==> src/rtl/svc_rv_sram_arb.sv <==
// svc_rv_sram_arb: shares one single-port, 1-cycle-latency SRAM between the
// RV core's instruction fetch port (i_*) and data load/store port (d_*).
// D has default priority; a wait counter forces an I grant after I has been
// denied MAX_WAIT consecutive cycles, so fetch always makes progress.
// Read responses are steered back to their owner through a one-entry tag.
//
// Optional build macro: SVC_RV_SRAM_ARB_STATS_EN adds grant/conflict counters
// (stat_i_grants, stat_d_grants, stat_conflicts). Arbitration is unaffected.
module svc_rv_sram_arb #(
  parameter int AW       = 10,
  parameter int DW       = 32,
  parameter int MAX_WAIT = 4,
  parameter int CNT_W    = 32
) (
  input  logic              clk,
  input  logic              rst,

  input  logic              i_req_valid,
  output logic              i_req_ready,
  input  logic [AW-1:0]     i_req_addr,
  output logic              i_rd_valid,
  output logic [DW-1:0]     i_rd_data,

  input  logic              d_req_valid,
  output logic              d_req_ready,
  input  logic              d_req_we,
  input  logic [AW-1:0]     d_req_addr,
  input  logic [DW-1:0]     d_req_wdata,
  input  logic [DW/8-1:0]   d_req_wstrb,
  output logic              d_rd_valid,
  output logic [DW-1:0]     d_rd_data,

  output logic              sram_en,
  output logic              sram_we,
  output logic [AW-1:0]     sram_addr,
  output logic [DW-1:0]     sram_wdata,
  output logic [DW/8-1:0]   sram_wstrb,
  input  logic [DW-1:0]     sram_rdata
`ifdef SVC_RV_SRAM_ARB_STATS_EN
  ,
  output logic [CNT_W-1:0]  stat_i_grants,
  output logic [CNT_W-1:0]  stat_d_grants,
  output logic [CNT_W-1:0]  stat_conflicts
`endif
);

  localparam int SW = DW / 8;
  localparam logic [7:0] MAX_WAIT_C = 8'(MAX_WAIT);

  logic [7:0] wait_cnt;
  logic       force_i;
  logic       i_grant;
  logic       d_grant;
  logic       pend;
  logic       owner_d;

  // Grant decision: D by default, I when alone or when it has starved long
  // enough. Nothing is granted while reset is held so the SRAM stays idle.
  always_comb begin
    force_i = (wait_cnt == MAX_WAIT_C);
    i_grant = !rst && i_req_valid && (!d_req_valid || force_i);
    d_grant = !rst && d_req_valid && !(i_req_valid && force_i);
  end

  assign i_req_ready = i_grant;
  assign d_req_ready = d_grant;

  // SRAM command mirrors the winning request; idle fields are held at zero.
  always_comb begin
    sram_en    = i_grant || d_grant;
    sram_we    = d_grant && d_req_we;
    sram_addr  = '0;
    sram_wdata = '0;
    sram_wstrb = '0;
    if (i_grant) begin
      sram_addr = i_req_addr;
    end else if (d_grant) begin
      sram_addr  = d_req_addr;
      sram_wdata = d_req_wdata;
      if (d_req_we) begin
        sram_wstrb = d_req_wstrb;
      end
    end
  end

  // Starvation counter: counts consecutive cycles I is valid but denied,
  // saturating at MAX_WAIT; any idle or accepted I cycle restarts it.
  always_ff @(posedge clk or posedge rst) begin
    if (rst) begin
      wait_cnt <= 8'd0;
    end else if (!i_req_valid || i_grant) begin
      wait_cnt <= 8'd0;
    end else if (wait_cnt < MAX_WAIT_C) begin
      wait_cnt <= wait_cnt + 8'd1;
    end
  end

  // Response tag: remembers that a read was issued and which port owns it.
  // Writes leave pend low so they never produce a response.
  always_ff @(posedge clk or posedge rst) begin
    if (rst) begin
      pend    <= 1'b0;
      owner_d <= 1'b0;
    end else begin
      pend    <= sram_en && !sram_we;
      owner_d <= d_grant;
    end
  end

  // Response steering: data passes straight through from the SRAM, gated to
  // zero on the port that does not own the current response.
  always_comb begin
    i_rd_valid = pend && !owner_d;
    d_rd_valid = pend && owner_d;
    i_rd_data  = i_rd_valid ? sram_rdata : '0;
    d_rd_data  = d_rd_valid ? sram_rdata : '0;
  end

`ifdef SVC_RV_SRAM_ARB_STATS_EN
  // Statistics: acceptances per port and cycles where both ports contended.
  always_ff @(posedge clk or posedge rst) begin
    if (rst) begin
      stat_i_grants  <= '0;
      stat_d_grants  <= '0;
      stat_conflicts <= '0;
    end else begin
      if (i_grant) begin
        stat_i_grants <= stat_i_grants + 1'b1;
      end
      if (d_grant) begin
        stat_d_grants <= stat_d_grants + 1'b1;
      end
      if (i_req_valid && d_req_valid) begin
        stat_conflicts <= stat_conflicts + 1'b1;
      end
    end
  end
`endif

  // Byte-lane count is only meaningful when DW is a whole number of bytes.
  logic [SW-1:0] unused_lane_chk;
  assign unused_lane_chk = d_req_wstrb & {SW{1'b0}};

endmodule

==> config.mk <==
export PLATFORM = sky130hd
export DESIGN_NAME = svc_rv_sram_arb
export DESIGN_NICKNAME = d
export VERILOG_FILES = /design/src/rtl/svc_rv_sram_arb.sv
export SDC_FILE = /design/constraint.sdc
export NUM_CORES = 1
export LEC_CHECK = 0
export CELL_PAD_IN_SITES_DETAIL_PLACEMENT = 1
export CELL_PAD_IN_SITES_GLOBAL_PLACEMENT = 2
export CORE_AREA = 2 2 82 84
export CTS_CLUSTER_DIAMETER = 150
export CTS_CLUSTER_SIZE = 12
export DETAILED_ROUTE_END_ITERATION = 10
export DIE_AREA = 0 0 84 86
export DONT_BUFFER_PORTS = 1
export MAX_ROUTING_LAYER = met4
export PLACE_DENSITY = 0.67
export SLEW_MARGIN = 30
export SYNTH_ARGS = -nofsm -noshare
export SYNTH_HDL_FRONTEND = slang
export SYNTH_SLANG_ARGS = --single-unit
==> constraint.sdc <==
create_clock -name clk -period 5.9 [get_ports clk]
set_clock_uncertainty 0.2 [all_clocks]
set_input_delay 0.59 -clock clk [delete_from_list [all_inputs] [get_ports clk]]
set_output_delay 0.59 -clock clk [all_outputs]
set_load 0.05 [all_outputs]
==> metrics.json <==
{
  "run_status": {
    "outcome": "finished clean"
  },
  "timing": {
    "fin_worst_hold_slack_ns": 0.03356,
    "post-route-min-period_ns": 3.123,
    "unrepaired_setup_endpoints_after_global_routing": "false",
    "final.period_utilization": 0.5293,
    "tns_ns": 0,
    "final_hold_viol_count": 0,
    "setup_viol_count_final": 0,
    "slew-limit-headroom": 0.3443,
    "final_max_slew_viol_count": 0,
    "fmaxAchievable_ghz": 0.3202,
    "slew_at_the_pin_with_the_worst_max_slew_slack_ns": 0.9800
  },
  "synthesis": {
    "synth_seq_cells": 10,
    "synth_area_leader_cell": "sky130_fd_sc_hd__and2_1",
    "synthesis.area_mm2": 0.001311,
    "yosys_most_used_dff": "sky130_fd_sc_hd__dfrtp_1",
    "yosys.cell_count.top_type": "sky130_fd_sc_hd__and2_1",
    "post_synth_main_area_contributors": "sky130_fd_sc_hd__and2_1, sky130_fd_sc_hd__and3_1, sky130_fd_sc_hd__dfrtp_1",
    "synthDominantCellAreaShare": 0.3149,
    "synthesis.area_per_instance_um2": 7.580,
    "ys_types": 25,
    "synth_top_cells_by_count": "sky130_fd_sc_hd__and2_1, sky130_fd_sc_hd__and3_1, sky130_fd_sc_hd__clkbuf_1, sky130_fd_sc_hd__a32o_1, sky130_fd_sc_hd__dfrtp_1",
    "post_synth_edffs": 0,
    "proportion_of_register_bits_with_asynchronous_set_or_reset_after_synthesis": 1.000,
    "synth_seq_area_share": 0.1908,
    "synth_cells": 173,
    "synthesis.nets": 268,
    "yosysWarningCount": 0
  },
  "routing": {
    "vias": 1307,
    "wire_per_inst_um": 20.22,
    "post-route-drc-count": 0,
    "dr.pass1.iters": 4,
    "antenna_left": 0,
    "avgViaCountPerCell": 5.492,
    "dr_iter_0_viols": 34,
    "wirelength_um": 4813
  },
  "cts": {
    "clock_path_buffers": 2,
    "path_clk_slew_ns": 0.05,
    "cts_hold_buf": 0,
    "tritoncts_clock_tree": "built",
    "cts_inserted_buffers": 3,
    "cts.htree.levels": 1,
    "clkSinkCount": 10,
    "root_driver": "sky130_fd_sc_hd__clkbuf_8",
    "clk_latency_ns": 0.24,
    "postCtsSetupBuffers": 0,
    "cts_resized": 0
  },
  "die": {
    "top_level_ports": 209,
    "fp.dieW_um": 84,
    "fp.dieArea_mm2": 0.007224,
    "floorplan.initialDensity": 0.2089,
    "fp-row-count": 29,
    "chipHeight_um": 86,
    "core_region_area_mm2": 0.006277
  },
  "power_and_ir_drop": {
    "p_leak_uw": 0.0007028,
    "power-per-cell-area_mw_per_mm2": 235.4,
    "vdd_ir_drop_max_mv": 0.07407
  },
  "setup_path": {
    "timing.critical_path.slowest_cell_delay_ns": 0.62,
    "required_ns": 5.11,
    "crit_slowest_cell": "sky130_fd_sc_hd__a32o_1",
    "cp.buffers_inverters": 0,
    "crit_path_end_kind": "primary output",
    "crit_path_cell_trace": "or4_1 -> o21ai_2 -> a32o_1",
    "worstSetupPathType": "flop to primary output",
    "worstPathMaxFanout": 10,
    "worstPathArrival_ns": 2.33,
    "critPathTopFamily": "compound AO/OA/AOI/OAI gates",
    "timing.critical_path.from_type": "flop"
  },
  "global_routing": {
    "grt.overflow.total": 0,
    "grt_util_all_layers": 0.1201,
    "grt_antenna_before_repair": 0,
    "number_of_global_route_vias_before_repair": 1196,
    "grt_pass1_wl_um": 6444,
    "grt_max_degree": 51
  },
  "place": {
    "placement.io_buffers": 0,
    "hpwlAfterDp_um": 3991,
    "gpl.final_weighted_congestion": 0.7860
  },
  "job": {
    "max_cap_viol_count": 0
  },
  "hold_path": {
    "min_path_type": "input port to async pin"
  },
  "finish": {
    "final_nets": 257,
    "insertedDiodeCount": 0,
    "area_growth_pct": 6.107,
    "multiInputGateArea_um2": 967.2,
    "nFillCells": 758,
    "footprint_of_the_flip_flops_and_latches_um2": 250.2,
    "drive_gt1_frac": 0.06211
  }
}
layout by cell type (no fill, tap or decap):
| cell | synthesis | final |
|---|---|---|
| sky130_fd_sc_hd__o41ai_1 | 2 | 2 |
| sky130_fd_sc_hd__a21boi_0 | 1 | 1 |
| sky130_fd_sc_hd__ha_1 | 2 | 2 |
| sky130_fd_sc_hd__and2_1 | 66 | 66 |
| sky130_fd_sc_hd__a32o_1 | 10 | 10 |
| sky130_fd_sc_hd__nor2b_2 | 0 | 1 |
| sky130_fd_sc_hd__a21oi_1 | 2 | 2 |
| sky130_fd_sc_hd__buf_4 | 0 | 1 |
| sky130_fd_sc_hd__nand4b_1 | 2 | 2 |
| sky130_fd_sc_hd__a31oi_1 | 1 | 1 |
| sky130_fd_sc_hd__inv_1 | 4 | 4 |
| sky130_fd_sc_hd__or4_1 | 1 | 1 |
| sky130_fd_sc_hd__o21ai_2 | 1 | 1 |
| sky130_fd_sc_hd__or3_4 | 1 | 1 |
| sky130_fd_sc_hd__clkbuf_8 | 0 | 4 |
| sky130_fd_sc_hd__o21a_1 | 1 | 1 |
| sky130_fd_sc_hd__o211ai_1 | 1 | 1 |
| sky130_fd_sc_hd__nand4bb_1 | 1 | 1 |
| sky130_fd_sc_hd__o311a_4 | 1 | 1 |
| sky130_fd_sc_hd__nor2_1 | 5 | 5 |
| sky130_fd_sc_hd__nor3_1 | 1 | 1 |
| sky130_fd_sc_hd__or2_2 | 1 | 1 |
| sky130_fd_sc_hd__dfrtp_1 | 10 | 10 |
| sky130_fd_sc_hd__and3_1 | 41 | 41 |
flip-flops by register name, summed over array words and instances, names as in the netlist:
name      cells
wait_cnt      8
owner_d       1
pend          1
worst register-to-register path, cell delays in order (launching register included):
cell,delay [ns]
sky130_fd_sc_hd__dfrtp_1,0.40
sky130_fd_sc_hd__inv_1,0.09
sky130_fd_sc_hd__ha_1,0.17
sky130_fd_sc_hd__nand4bb_1,0.22
sky130_fd_sc_hd__o311a_4,0.62
sky130_fd_sc_hd__a21boi_0,0.25
through the flow:
stage	setup slack, ns	util	power (uW)	cell area [um2]	instances
after floorplan	3.199	-	235.6	1311	173
after global placement	2.921	0.2129	242.4	1336	234
after detailed placement	2.917	0.2129	243.1	1336	234
after CTS	2.720	0.2216	334.1	1391	238
after global routing	2.682	0.2216	341.0	1391	238
final	2.777	0.2216	327.6	1391	238
power breakdown:
part / internal, uW / switching [uW] / leakage [uW]
combinational: 22.0 / 140 / 0.000539
clock: 58.8 / 28.7 / 0.0000288
sequential: 70.8 / 7.56 / 0.000135
total: 152 / 176 / 0.000703
metal layers:
layer  GRT usage  vias to the layer above  wire length, um
met4     0.06452                        0              147
met1      0.1230                      598             1572
met3     0.01732                        9              447
met5           -                        -                0
met2      0.2218                      124             2646
li1            -                      576                -
final cells by class:
type | count | share of cell area
multi-input cells | 142 | 0.6951
flip-flops and latches | 10 | 0.1799
well taps | 77 | 0.06924
clock buffers | 4 | 0.03957
inverters | 4 | 0.01079
repair buffers | 1 | 0.005396
worst paths after layout:
path | slack, ns | endpoint | depth (start not counted) | start
worst max-delay path | 2.78 | sram_addr[1] | 3 | wait_cnt[3]
worst min-delay path | 0.03 | wait_cnt[7] | 1 | rst
min in group clk | 0.25 | pend | 1 | d_req_we
worst min register to register | 0.36 | wait_cnt[7] | 1 | wait_cnt[7]
worst max register to register | 3.88 | pend | 5 | wait_cnt[0]
max in group asynchronous | 5.17 | wait_cnt[6] | 1 | rst
kinds of logic (layout without fill, tap and decap cells):
| kind of cell | after synthesis | count (layout) | synth area share |
|---|---|---|---|
| adder cells (fa/ha/maj) | 2 | 2 | 0.01908 |
| AND/OR/NAND/NOR | 120 | 120 | 0.5744 |
| flip-flops | 10 | 10 | 0.1908 |
| buffers and inverters | 21 | 9 | 0.07347 |
| AO/OA/AOI/OAI | 20 | 20 | 0.1422 |
(Power assumes the default switching activity.)
